[src/rtl/rast_line_gen.sv]
// Bresenham line rasterizer: walks one segment per command and pushes visible
// pixels into the rasterizer-to-framebuffer-writer FIFO, one step per cycle.
module rast_line_gen #(
    parameter int RAST_FBW_FIFO_LEN = 64,
    parameter int LINE_LEN          = 9,
    parameter int COL_LEN           = 10,
    parameter int LINE_MAX          = 480,
    parameter int COL_MAX           = 640
) (
    input  logic                         Bus2IP_Clk,
    input  logic                         Bus2IP_Resetn,
    input  logic                         cmd_valid,
    output logic                         cmd_ready,
    input  logic [COL_LEN-1:0]           cmd_x0,
    input  logic [COL_LEN-1:0]           cmd_x1,
    input  logic [LINE_LEN-1:0]          cmd_y0,
    input  logic [LINE_LEN-1:0]          cmd_y1,
    input  logic [31:0]                  cmd_color,
    output logic [0:RAST_FBW_FIFO_LEN-1] fifo_Dout,
    output logic                         fifo_wr_en,
    input  logic                         fifo_full,
    output logic                         busy,
    output logic                         line_done
);

    localparam int DW   = COL_LEN + 2;
    localparam int PADW = RAST_FBW_FIFO_LEN - LINE_LEN - COL_LEN - 32;

    localparam logic [COL_LEN:0]    COL_LIM  = (COL_LEN + 1)'(COL_MAX);
    localparam logic [LINE_LEN:0]   LINE_LIM = (LINE_LEN + 1)'(LINE_MAX);
    localparam logic [COL_LEN-1:0]  X_ONE    = COL_LEN'(1);
    localparam logic [LINE_LEN-1:0] Y_ONE    = LINE_LEN'(1);

    // Handshake: a command transfers on a rising edge where cmd_valid and
    // cmd_ready are both high; cmd_* are ignored in every other cycle.
    typedef enum logic [1:0] {
        IDLE  = 2'd0,
        SETUP = 2'd1,
        STEP  = 2'd2,
        DONE  = 2'd3
    } state_t;

    state_t state_q, state_d;

    logic [COL_LEN-1:0]  x0_q, x1_q, x_q;
    logic [LINE_LEN-1:0] y0_q, y1_q, y_q;
    logic [31:0]         color_q;
    logic signed [DW-1:0] dx_q, dy_q, err_q;
    logic                sx_pos_q, sy_pos_q;

    logic                 in_range, at_end, step_go, x_step, y_step;
    logic signed [DW-1:0] xd, yd, dx_abs, dy_neg, err_nxt;
    logic signed [DW:0]   e2, dx_ext, dy_ext;

    assign in_range = ({1'b0, x_q} < COL_LIM) && ({1'b0, y_q} < LINE_LIM);
    assign at_end   = (x_q == x1_q) && (y_q == y1_q);

    assign xd     = $signed({2'b00, x1_q}) - $signed({2'b00, x0_q});
    assign yd     = $signed({{(DW - LINE_LEN){1'b0}}, y1_q})
                  - $signed({{(DW - LINE_LEN){1'b0}}, y0_q});
    assign dx_abs = xd[DW-1] ? -xd : xd;
    assign dy_neg = yd[DW-1] ? yd : -yd;

    // e2 is one bit wider than err so that doubling never overflows.
    assign e2      = {err_q, 1'b0};
    assign dx_ext  = {dx_q[DW-1], dx_q};
    assign dy_ext  = {dy_q[DW-1], dy_q};
    assign x_step  = (e2 >= dy_ext);
    assign y_step  = (e2 <= dx_ext);
    assign err_nxt = err_q + (x_step ? dy_q : '0) + (y_step ? dx_q : '0);

    always_ff @(posedge Bus2IP_Clk) begin
        if (!Bus2IP_Resetn) begin
            state_q <= IDLE;
        end else begin
            state_q <= state_d;
        end
    end

    always_comb begin
        state_d    = state_q;
        cmd_ready  = 1'b0;
        fifo_wr_en = 1'b0;
        line_done  = 1'b0;
        step_go    = 1'b0;
        case (state_q)
            IDLE: begin
                cmd_ready = Bus2IP_Resetn;
                if (cmd_valid && Bus2IP_Resetn) begin
                    state_d = SETUP;
                end
            end
            SETUP: begin
                state_d = STEP;
            end
            STEP: begin
                // Invisible pixels never push, so the FIFO cannot hold them up.
                if (!in_range || !fifo_full) begin
                    step_go    = 1'b1;
                    fifo_wr_en = in_range && Bus2IP_Resetn;
                    if (at_end) begin
                        state_d = DONE;
                    end
                end
            end
            DONE: begin
                line_done = Bus2IP_Resetn;
                state_d   = IDLE;
            end
            default: begin
                state_d = IDLE;
            end
        endcase
    end

    always_ff @(posedge Bus2IP_Clk) begin
        if (!Bus2IP_Resetn) begin
            x0_q     <= '0;
            x1_q     <= '0;
            y0_q     <= '0;
            y1_q     <= '0;
            x_q      <= '0;
            y_q      <= '0;
            color_q  <= '0;
            dx_q     <= '0;
            dy_q     <= '0;
            err_q    <= '0;
            sx_pos_q <= 1'b0;
            sy_pos_q <= 1'b0;
        end else begin
            if (state_q == IDLE && cmd_valid) begin
                x0_q    <= cmd_x0;
                x1_q    <= cmd_x1;
                y0_q    <= cmd_y0;
                y1_q    <= cmd_y1;
                color_q <= cmd_color;
            end
            if (state_q == SETUP) begin
                dx_q     <= dx_abs;
                dy_q     <= dy_neg;
                err_q    <= dx_abs + dy_neg;
                sx_pos_q <= (x0_q < x1_q);
                sy_pos_q <= (y0_q < y1_q);
                x_q      <= x0_q;
                y_q      <= y0_q;
            end
            if (step_go && !at_end) begin
                err_q <= err_nxt;
                if (x_step) begin
                    x_q <= sx_pos_q ? x_q + X_ONE : x_q - X_ONE;
                end
                if (y_step) begin
                    y_q <= sy_pos_q ? y_q + Y_ONE : y_q - Y_ONE;
                end
            end
        end
    end

    assign busy      = (state_q != IDLE);
    assign fifo_Dout = {y_q, x_q, {PADW{1'b0}}, color_q};

endmodule

[config.mk]
export PLATFORM = sky130hd
export DESIGN_NAME = rast_line_gen
export DESIGN_NICKNAME = d
export VERILOG_FILES = /design/src/rtl/rast_line_gen.sv
export SDC_FILE = /design/constraint.sdc
export NUM_CORES = 1
export LEC_CHECK = 0
export BUFFER_PORTS_ARGS = -buffer_cell sky130_fd_sc_hd__buf_2
export CAP_MARGIN = 20
export CORE_ASPECT_RATIO = 1.75
export CORE_MARGIN = 2
export CORE_UTILIZATION = 58
export CTS_BUF_LIST = sky130_fd_sc_hd__clkbuf_2
export DETAILED_ROUTE_END_ITERATION = 8
export PLACE_DENSITY_LB_ADDON = 0.3
export SETUP_SLACK_MARGIN = 0.4
export SLEW_MARGIN = 40
export SYNTH_ARGS = -nofsm -noshare
export SYNTH_HDL_FRONTEND = slang
export SYNTH_SLANG_ARGS = --single-unit
export TNS_END_PERCENT = 5
[constraint.sdc]
create_clock -name Bus2IP_Clk -period 12.8 [get_ports Bus2IP_Clk]
set_clock_uncertainty 0.1 [all_clocks]
set_input_delay 3.84 -clock Bus2IP_Clk [delete_from_list [all_inputs] [get_ports Bus2IP_Clk]]
set_output_delay 3.84 -clock Bus2IP_Clk [all_outputs]
set_load 0.02 [all_outputs]
==> run summary, run 1 <==
The flow ran to the end, and the final reports show no timing, DRC or antenna violations. The logs give 142 for the number of I/O pins and 0.648 for the final core utilization. The slowest stage of the critical path belongs to the cell clkinv_2. The tools report the number of cells after detailed placement as 1390. The area of the placeable core is 15300 sq um, and the number of synthesized flops with an enable pin is 0. Count of buffers added by post-CTS timing repair for setup: 0.

Tracing the worst setup path back leads to its startpoint at Bus2IP_Resetn. At the pin with the least slew margin, the transition time is 0.783 ns. The critical path contains buffers and inverters numbering 3 combined. The number of placement rows was 60; the worst path arrival time was 5.38 ns. Global-route usage over all layers: 0.281.

The die covers 16600 sq um. IR analysis of the VDD net gives a maximum drop of 156 uV. The ratio of final minimum period to clock period came out at 0.728. The delay of the slowest cell on the worst path is 0.66 ns, and the initial antenna violation count is 1.

The final hold violation count was 0. The critical path in this run is classified as in -> out. Setup slack of the most critical reg-to-reg path: 7.59 ns.

Walking the worst path, the cells encountered are buf_2 -> clkinv_2 -> nor2_1 -> buf_2. The total negative setup slack was 0 ns; the relative slew slack was 0.478. Upper clock frequency limit: 0.107 GHz. The number of different library cells used by synthesis comes to 87. Power spread over the standard cell area amounts to 311 nW/um^2. Summing over every cut layer, the via total after detailed routing is 8121. Global routing finished with a remaining overflow of 0.

The detail-routed net length per standard cell works out to 16.2 um. The startpoint identified for the worst register-to-register timing path is x1_q[0]$_SDFFE_PN0P_. Setup repair after global routing left no endpoint under its margin. Once layout is complete, the cells apart from fillers number 1423. Mean number of vias per cell: 5.71. The critical path crosses 4 cells after its start point. Buffers inserted to repair hold after CTS numbered 0.

The horizontal die dimension came out at 98.3 um. The post-synthesis sequential element count was 129; the post-layout total power was 3.08 mW. The type of element capturing the critical path was a primary output. Wires add up to 23100 um. A synthesized cell averages 8.08 sq um. For the worst flop-to-flop path, the logic depth is 21.

For this block, the initial DRC count from the detailed router was 318. In this run the worst path has a maximum fanout of 44. The logs give 1399 for the total number of nets in the final design and 0 for the count of instances resized after the clock tree is built.

The number of clock buffers added by TritonCTS is 17. The latest clock arrival within the worst-skew pair was 0.74 ns; the maximum number of pins on one net before global-route repair was 71. The detailed placement HPWL was 17700 um; the count of pins over their slew limit was 0. The count of unresolved DRC violations after routing is 0, and the cell count after synthesis is 1118. The capture point of the worst reg-to-reg path was err_q[11]$_SDFFE_PN0P_. The cell type with the highest occurrence count on the critical path is buf_2. The clock passes through at most 2 buffers. The share of flip-flops with an asynchronous set or reset after synthesis was 0. Clock-pin slew was measured on the worst setup and hold paths at 0.20 ns. STA puts the critical path data required time at 8.86 ns. Global placement routability congestion: 0.980. Clock tree synthesis found a total of 129 sinks. The floorplan step set the die height to 169 um. The most common library cell in the layout ignoring fill and taps is nand2_1. TritonCTS built the clock tree. For the global-route wire length before repair, the log shows 37900 um.

The tools report the clock root buffer as clkbuf_2. The number of levels the H-tree was split into is 4. The number of nets with antenna violations after detailed routing was 0. Hold is met by 0.368 ns. The initial standard-cell utilization of the core came out at 0.590.

Dominant register cell in the synthesized netlist: dfxtp_1. The via count of the first global-routing pass was 8219; the count of input and output buffers was 128. The share of cells above drive strength 1 is 0.166. Grouping stages by cell kind, the critical path spends the most delay in buffers and inverters. The smallest clock period supported by the final layout is computed as 9.32 ns. The analysis attributes to cell leakage a power of 4.57 nW.

Leaving out fill and tap cells, the most frequent cells in the layout are 189 x nand2_1, 129 x dfxtp_1, 128 x buf_2. The number of iterations in the first detailed-routing pass came out at 5. The tightest min-delay check is of the reg -> reg type. The endpoint of the most critical setup path is cmd_ready. The kind of start point of the critical path is a primary input. The logs give 0 for the number of synthesis warnings and 0 for the final-report setup violation count.

Summing every instance area after synthesis gives 9030 sq um. The growth of design area from synthesis to finish was 9.82%; the max-cap check violation count was 0. The tools report the sequential area share after synthesis as 0.286.
stage by stage:
step / area, sq um / setup slack, ns
after floorplan: 9080 / 4.22
after global placement: 9690 / 3.50
after detailed placement: 9690 / 3.49
after CTS: 9910 / 3.48
after global routing: 9920 / 3.37
final: 9920 / 3.48
how the worst min path moves through the flow:
stage,start,end,depth (start not counted)
2_1_floorplan,y0_q[8]$_SDFFE_PN0P_,y0_q[8]$_SDFFE_PN0P_,2
6_report,color_q[20]$_SDFFE_PN0P_,color_q[20]$_SDFFE_PN0P_,2
3_5_place_dp,color_q[20]$_SDFFE_PN0P_,color_q[20]$_SDFFE_PN0P_,2
4_1_cts,color_q[20]$_SDFFE_PN0P_,color_q[20]$_SDFFE_PN0P_,2
3_3_place_gp,color_q[18]$_SDFFE_PN0P_,color_q[18]$_SDFFE_PN0P_,2
5_1_grt,color_q[18]$_SDFFE_PN0P_,color_q[18]$_SDFFE_PN0P_,2
tightest hold or removal path: stages (launching register included):
cell	delay [ns]
dfxtp_1	0.35
nand2_1	0.05
a21oi_1	0.05
sequential cells by signal, indices dropped and copies added (netlist names), 10 cells and up:
| signal | flops |
|---|---|
| dy_q | 12 |
| err_q | 12 |
| x_q | 10 |
| x1_q | 10 |
| color_q | 32 |
| dx_q | 12 |
| x0_q | 10 |
power by group:
group	total (mW)	leakage [nW]	switching [mW]	internal, mW
registers	0.592	1.06	0.0913	0.500
clock network	0.253	0.133	0.192	0.0611
logic	2.24	3.38	1.31	0.930
total	3.08	4.57	1.59	1.49
metal layers:
| metal | share of wire | track usage |
|---|---|---|
| met2 | 0.54 | 0.537 |
| met1 | 0.37 | 0.286 |
| met5 | 0 | 0 |
| met4 | 0.050 | 0.147 |
| met3 | 0.038 | 0.0491 |
final cells by class:
type | count | area (sq um)
antenna | 1 | 2.50
timing repair buffer | 134 | 689
tap | 186 | 233
inverter | 78 | 294
multi-input combinational | 863 | 5890
sequential | 129 | 2580
clock inverter | 15 | 141
clock buffer | 17 | 85.1
fill | 1400 | 5400
synthesized netlist by cell type, types with 3 or more instances:
master	count	area, sq um
nor2b_1	16	100
mux2i_1	30	300
o31ai_1	5	37.5
dfxtp_1	129	2580
or2_2	9	56.3
nor2_1	70	263
nor3_1	15	75.1
a21oi_1	124	621
a311oi_1	4	35.0
a21o_1	15	113
o211a_1	5	50.1
and2_1	15	93.8
o21ai_0	37	185
inv_1	77	289
buf_4	14	105
o211ai_1	4	30.0
a211oi_1	28	210
or3_1	3	18.8
nand2_1	190	713
xnor2_1	43	377
ha_1	85	1060
clkbuf_1	36	135
o21a_1	3	22.5
a311o_1	3	30.0
nand3_1	8	40.0
xor2_1	30	263
nor4_1	6	37.5
nand2b_1	8	50.1
fa_1	17	340
nand4_1	6	37.5
buf_2	4	20.0
o21bai_1	5	37.5
a31oi_1	4	25.0
a21boi_0	4	30.0
kinds of logic (layout without fill, tap and decap cells):
kind of cell / count (synthesis) / count (layout) / synth area share
mux: 32 / 32 / 0.0357
fa+ha+maj: 102 / 102 / 0.155
flops: 129 / 129 / 0.286
other cells: 1 / 14 / 0.000415
simple gates: 362 / 362 / 0.180
xor+xnor: 74 / 74 / 0.0726
buf+inv: 138 / 244 / 0.0675
compound gates: 280 / 280 / 0.203
Note: power is estimated with default switching activity, not from simulation.
==> run 2: changes to the inputs <==
--- a/config.mk
+++ b/config.mk
@@ -5,11 +5,12 @@
 export SDC_FILE = /design/constraint.sdc
 export NUM_CORES = 1
 export LEC_CHECK = 0
+export ABC_AREA = 1
 export BUFFER_PORTS_ARGS = -buffer_cell sky130_fd_sc_hd__buf_2
 export CAP_MARGIN = 20
 export CORE_ASPECT_RATIO = 1.75
 export CORE_MARGIN = 2
-export CORE_UTILIZATION = 58
+export CORE_UTILIZATION = 54
 export CTS_BUF_LIST = sky130_fd_sc_hd__clkbuf_2
 export DETAILED_ROUTE_END_ITERATION = 8
 export PLACE_DENSITY_LB_ADDON = 0.3
==> constraint.sdc (replaced) <==
create_clock -name Bus2IP_Clk -period 8.2 [get_ports Bus2IP_Clk]
set_clock_uncertainty 0.1 [all_clocks]
set_input_delay 2.46 -clock Bus2IP_Clk [delete_from_list [all_inputs] [get_ports Bus2IP_Clk]]
set_output_delay 2.46 -clock Bus2IP_Clk [all_outputs]
set_load 0.02 [all_outputs]
==> run summary, run 2 <==
The run finished with clean final reports. The total negative setup slack was 0 ns. The via count of the first global-routing pass is 8383, and the growth of design area from synthesis to finish is 10.4%.

After floorplanning, the core was sized to cover 16400 sq um. The cell sitting at the root of the clock tree is a clkbuf_2. The register with the most flip-flops was color_q.

The number of synthesized flops with an enable pin works out to 0. The routed length on met3 is 1030 um. Setup repair after global routing left no endpoint under its margin. The number of levels the H-tree was split into was 4. At the pin with the least slew margin, the transition time is 0.813 ns. Once detail routing completed, the nets flagged for antenna violations numbered 0. After clock tree synthesis, the clock-pin slew on the worst setup and hold paths is 0.16 ns. The library cells used most frequently in the layout, excluding fill and tap cells, are 174 x nand2_1, 172 x nor2_1, 168 x inv_1. For the count of pins over their slew limit, the log shows 0. For the worst-skew pair, the clock arrives at the later sink with an insertion delay of 0.73 ns.

Based on the critical path, the design can be clocked at up to 0.166 GHz. Summed over all nets, the half-perimeter wirelength after detailed placement is 18800 um. The sequential area share after synthesis was 0.287; the mean number of vias per cell was 5.29. The congestion estimate from routability-driven global placement came to 0.987. The logs give 0 for the number of synthesis warnings and 5550 sq um for the multi-input gate area in the final layout. After the first detailed-routing iteration, the DRC count stood at 265. The fraction of synthesized cell area taken by the top area cell type was 0.287. In this run the worst hold path is classified as reg -> reg.

Along the worst path, the maximum fanout reaches 43. The tools report the number of placement rows as 62. The die outline area was 17800 sq um; the count of buffers added by post-CTS timing repair for setup was 0. The synthesized design contains 129 register bits. The detailed router used layers up to and including met4. The category of the most critical setup path was in -> out. The first detailed-routing pass ran for 8 iterations. The count of unresolved DRC violations after routing is 0, and the cell count after synthesis is 1256. The number of fill cells was 1547.

Dominant register cell in the synthesized netlist: dfxtp_1. Averaged over all synthesized cells, the footprint is 7.17 sq um. After detailed routing, the average wire length per cell comes to 14.7 um. STA classifies the critical path startpoint as a primary input. The number of I/O pins is 142, and the final routed wirelength across all metal layers is 23600 um.

The run gives 0.272 as the global-route usage over all layers. The count of input and output buffers came out at 128. Share of flip-flops with an asynchronous set or reset after synthesis: 0. In this run the register-to-register setup slack is 3.55 ns. For the CTS sink count, the log shows 129. The tools report the count of instances resized after the clock tree is built as 0. dfxtp_1 takes more of the synthesized area than any other cell.

The worst setup path is captured at a primary output. TritonCTS built the clock tree. Counting distinct cell types in the post-synthesis netlist gives 46. Summing every instance area after synthesis gives 9000 sq um. Leaving out fill and tap cells, the most frequent cell in the layout is nand2_1.

Initial standard-cell utilization of the core: 0.550. STA puts the critical path data arrival time at 3.47 ns. The share of cells above drive strength 1 works out to 0.144. After detailed routing, the met2 layer carries 12400 um of wire.

Detailed-route via count: 8477. Setup violations remaining at the end of the flow were counted as 0. Data on the critical path is required at its endpoint by 5.64 ns. The global-route wire length before repair came out at 38200 um.

The tools report the met1 wire length as 8660 um. The maximum number of pins on one net before global-route repair came out at 90. Counting along the longest clock path gives a buffer depth of 2. For the max-cap check violation count, the log shows 0. The run gives 1 as the initial antenna violation count. The smallest clock period supported by the final layout is computed as 6.03 ns. Buffers inserted during clock tree synthesis total 17.

The relative slew slack is 0.452. Among all cell types in the netlist, the one instantiated most often is nand2_1. The register with the most flip-flops in the layout has 32 of them. The ratio of final minimum period to clock period was 0.735; the total number of nets in the final design was 1545. The commonest cells after synthesis are 175 x nand2_1, 172 x nor2_1, 169 x inv_1. From left edge to right edge, the die measures 102 um. The tools report the final hold violation count as 0.

The post-cts hold buffer count is 0, and the global route total overflow is 0. The vertical die dimension came out at 175 um. Sorting the synthesized cells by area gives the leading types as dfxtp_1 29%, ha_1 12%, o21ai_0 7.9%, nand2_1 7.3%, nor2_1 7.2%. The storage element area came out at 2580 sq um.
==> run 2: changes by cell type after synthesis, moves of 22 or more <==
cell and delta:
o21ai_0 +106, nor2_1 +102, inv_1 +92, a21oi_1 -40, nand3_1 +37, mux2i_1 -30
xnor2_1 -22
==> run 2: worst paths after layout <==
check	cells after the start	endpoint	start
worst min register to register	2	color_q[2]$_SDFFE_PN0P_	color_q[2]$_SDFFE_PN0P_
worst max register to register	25	err_q[11]$_SDFFE_PN0P_	dx_q[4]$_SDFFE_PN0P_
worst max-delay path	4	fifo_wr_en	Bus2IP_Resetn
worst min-delay path	2	color_q[2]$_SDFFE_PN0P_	color_q[2]$_SDFFE_PN0P_
==> run 2: area by class of cell <==
type,count,share of cell area
Antenna cell,1,0.000252
Clock buffer,19,0.00956
Clock inverter,9,0.00956
Inverter,175,0.0661
Multi-Input combinational cell,913,0.558
Sequential cell,129,0.260
Tap cell,224,0.0282
Timing Repair Buffer,133,0.0682
==> run 2: routing by layer <==
metal  vias to the layer above  track usage
li1                       4293            -
met1                      3844        0.268
met2                       262        0.507
met3                        78       0.0488
met4                         0        0.164
met5                         -            0
==> run 2: critical path, stage by stage <==
cell and delay [ns]:
buf_2 0.45, clkinv_1 0.18, nor3_1 0.19, buf_2 0.18
==> run 2: through the flow <==
stage               worst slack [ns]  instances  hold slack (ns)  cell area [sq um]  utilization
global route                    2.01       1603            0.416               9940        0.607
global placement                2.14       1574            0.356               9750        0.596
detailed placement              2.17       1574            0.368               9750        0.596
CTS                             2.16       1602            0.398               9940        0.607
finish                          2.17       1603            0.395               9940        0.607
floorplan                       2.30       1268            0.350               9050            -
==> run 2: kinds of logic after synthesis <==
logic type / count (synthesis) / synth area share
other: 1 / 0.000416
adders and majority gates: 102 / 0.156
AOI/OAI and AO/OA: 286 / 0.175
buffers and inverters: 226 / 0.102
DFF: 129 / 0.287
and+or+nand+nor: 439 / 0.204
xor gates and xnor gates: 73 / 0.0760
Power of run 2 is not shown: default switching activity piles up to over one toggle a cycle in this logic, so the estimate is an artifact.
==> run 3: changes to the inputs <==
--- a/config.mk
+++ b/config.mk
@@ -10,7 +10,7 @@
 export CAP_MARGIN = 20
 export CORE_ASPECT_RATIO = 1.75
 export CORE_MARGIN = 2
-export CORE_UTILIZATION = 54
+export CORE_UTILIZATION = 58
 export CTS_BUF_LIST = sky130_fd_sc_hd__clkbuf_2
 export DETAILED_ROUTE_END_ITERATION = 8
 export PLACE_DENSITY_LB_ADDON = 0.3
==> constraint.sdc (replaced) <==
create_clock -name Bus2IP_Clk -period 5.9 [get_ports Bus2IP_Clk]
set_clock_uncertainty 0.1 [all_clocks]
set_input_delay 1.77 -clock Bus2IP_Clk [delete_from_list [all_inputs] [get_ports Bus2IP_Clk]]
set_output_delay 1.77 -clock Bus2IP_Clk [all_outputs]
set_load 0.02 [all_outputs]
==> run summary, run 3 (synthesis results as in run 2) <==
The share of cells above drive strength 1 is 0.149, and the count of pins over their slew limit is 0. The initial antenna violation count came out at 1. The count of nets left with antenna violations once routing finished came out at 0. The upper clock frequency limit is 0.209 GHz, and the post-cts hold buffer count is 0. The mean number of vias per cell was 5.45; the count of instances resized after the clock tree is built was 0.

For the final hold violation count, the log shows 0. The logs give 8388 for the via count of the first global-routing pass and 1431 for the number of fill cells. For the global-route usage over all layers, the log shows 0.288. The total negative setup slack is 0 ns.

STA puts the critical path data required time at 4.03 ns. Global routing finished with a remaining overflow of 0. At the pin with the least slew margin, the transition time is 0.750 ns.

The clock passes through at most 2 buffers. The run finished with clean final reports. The die outline area was 16600 sq um. The congestion estimate from routability-driven global placement came to 0.964. The clock drives 129 sinks. The horizontal die dimension works out to 98.2 um.

Along the worst path, the maximum fanout reaches 44. For the worst setup path, the data arrival time is 2.90 ns. Setup repair after global routing left no endpoint under its margin. The type of element capturing the critical path is a primary output.

The tools report the maximum number of pins on one net before global-route repair as 90. The floorplan has 60 rows. The global-route wire length before repair came out at 38500 um.

The total number of nets in the final design is 1546. After detailed routing, the total wire length is 23900 um. The relative slew slack came out at 0.495. STA classifies the critical path startpoint as a primary input. The area of the placeable core is 15300 sq um, and the detail-routed net length per standard cell is 15.2 um. The run gives 18800 um as the detailed placement HPWL. Most common library cell in the layout ignoring fill and taps: nand2_1. Measured along the y axis, the die boundary spans 169 um. The minimum clock period after layout was 4.77 ns. Clock tree synthesis selected as its root buffer the cell clkbuf_2. The initial standard-cell utilization of the core was 0.588. In this run the worst hold path is classified as reg -> reg.

The tools report the latest clock arrival within the worst-skew pair as 0.73 ns. The library cells used most frequently in the layout, excluding fill and tap cells, are 174 x nand2_1, 172 x nor2_1, 168 x inv_1. The worst setup path is of the in -> out kind.

142 I/O pins were placed. The first detailed-routing pass took 6 iterations. The tools report the count of buffers added by post-CTS timing repair for setup as 0. The number of flip-flops under the largest register name was 32; the count of unresolved DRC violations after routing was 0. The tools report the count of routing violations after the opening detailed-route iteration as 392. More flip-flops sit in one register than any other, and that register is color_q.

The ratio of final minimum period to clock period works out to 0.809. The H-tree was split into 4 levels. Setup violations remaining at the end of the flow were counted as 0. The area growth from synthesis to layout is 10.6%. Detailed routing inserted a total of 8561 vias. Clock tree synthesis inserted a total of 17 buffers. Buffers placed on the I/O ports in this run total 128.

Max-cap violations in this run came to 0. The clock input transition at the sequential cells of the worst setup and hold paths is 0.19 ns. TritonCTS built the clock tree.
-- run 3: cell count changes in the layout (fill, tap and decap cells not counted), sizes merged --
cell,delta
inv,+5
buf,+1
clkinvlp,+1
clkinv,-2
-- run 3: layout make-up --
class | count | area (sq um) | area share
multi-input combinational | 913 | 5550 | 0.557
tap | 186 | 233 | 0.0234
clock inverter | 13 | 153 | 0.0153
antenna | 1 | 2.50 | 0.000251
timing repair buffer | 134 | 686 | 0.0688
inverter | 175 | 657 | 0.0660
sequential | 129 | 2580 | 0.259
clock buffer | 19 | 95.1 | 0.00955
-- run 3: layer usage --
layer / GRT usage / vias to the layer above / part of all wire
met2: 0.548 / 250 / 0.53
met5: 0 / - / 0
met1: 0.281 / 3922 / 0.37
li1: - / 4303 / -
met4: 0.180 / 0 / 0.064
met3: 0.0508 / 86 / 0.042
-- run 3: through the flow --
| step | hold slack, ns | utilization | area, sq um | cells | worst slack (ns) |
|---|---|---|---|---|---|
| finish | 0.398 | 0.650 | 9960 | 1570 | 1.13 |
| global route | 0.421 | 0.650 | 9960 | 1570 | 0.860 |
| CTS | 0.401 | 0.650 | 9960 | 1569 | 1.13 |
| detailed placement | 0.366 | 0.634 | 9710 | 1537 | 1.13 |
| global placement | 0.358 | 0.634 | 9710 | 1537 | 1.09 |
| floorplan | 0.350 | - | 9050 | 1268 | 1.38 |
-- run 3: worst paths after layout --
kind,endpoint,cells past startpoint,startpoint,slack [ns]
worst min-delay path,color_q[13]$_SDFFE_PN0P_,2,color_q[13]$_SDFFE_PN0P_,0.40
worst min register to register,color_q[13]$_SDFFE_PN0P_,2,color_q[13]$_SDFFE_PN0P_,0.40
worst max register to register,err_q[9]$_SDFFE_PN0P_,21,err_q[1]$_SDFFE_PN0P_,1.35
worst max-delay path,fifo_wr_en,6,Bus2IP_Resetn,1.13
-- run 3: worst max-delay path, cell delays in order --
cell,delay [ns]
buf_2,0.07
buf_4,0.32
clkinv_1,0.11
buf_4,0.23
nor3_1,0.19
buf_2,0.19
Power of run 3 is left out for the same reason.
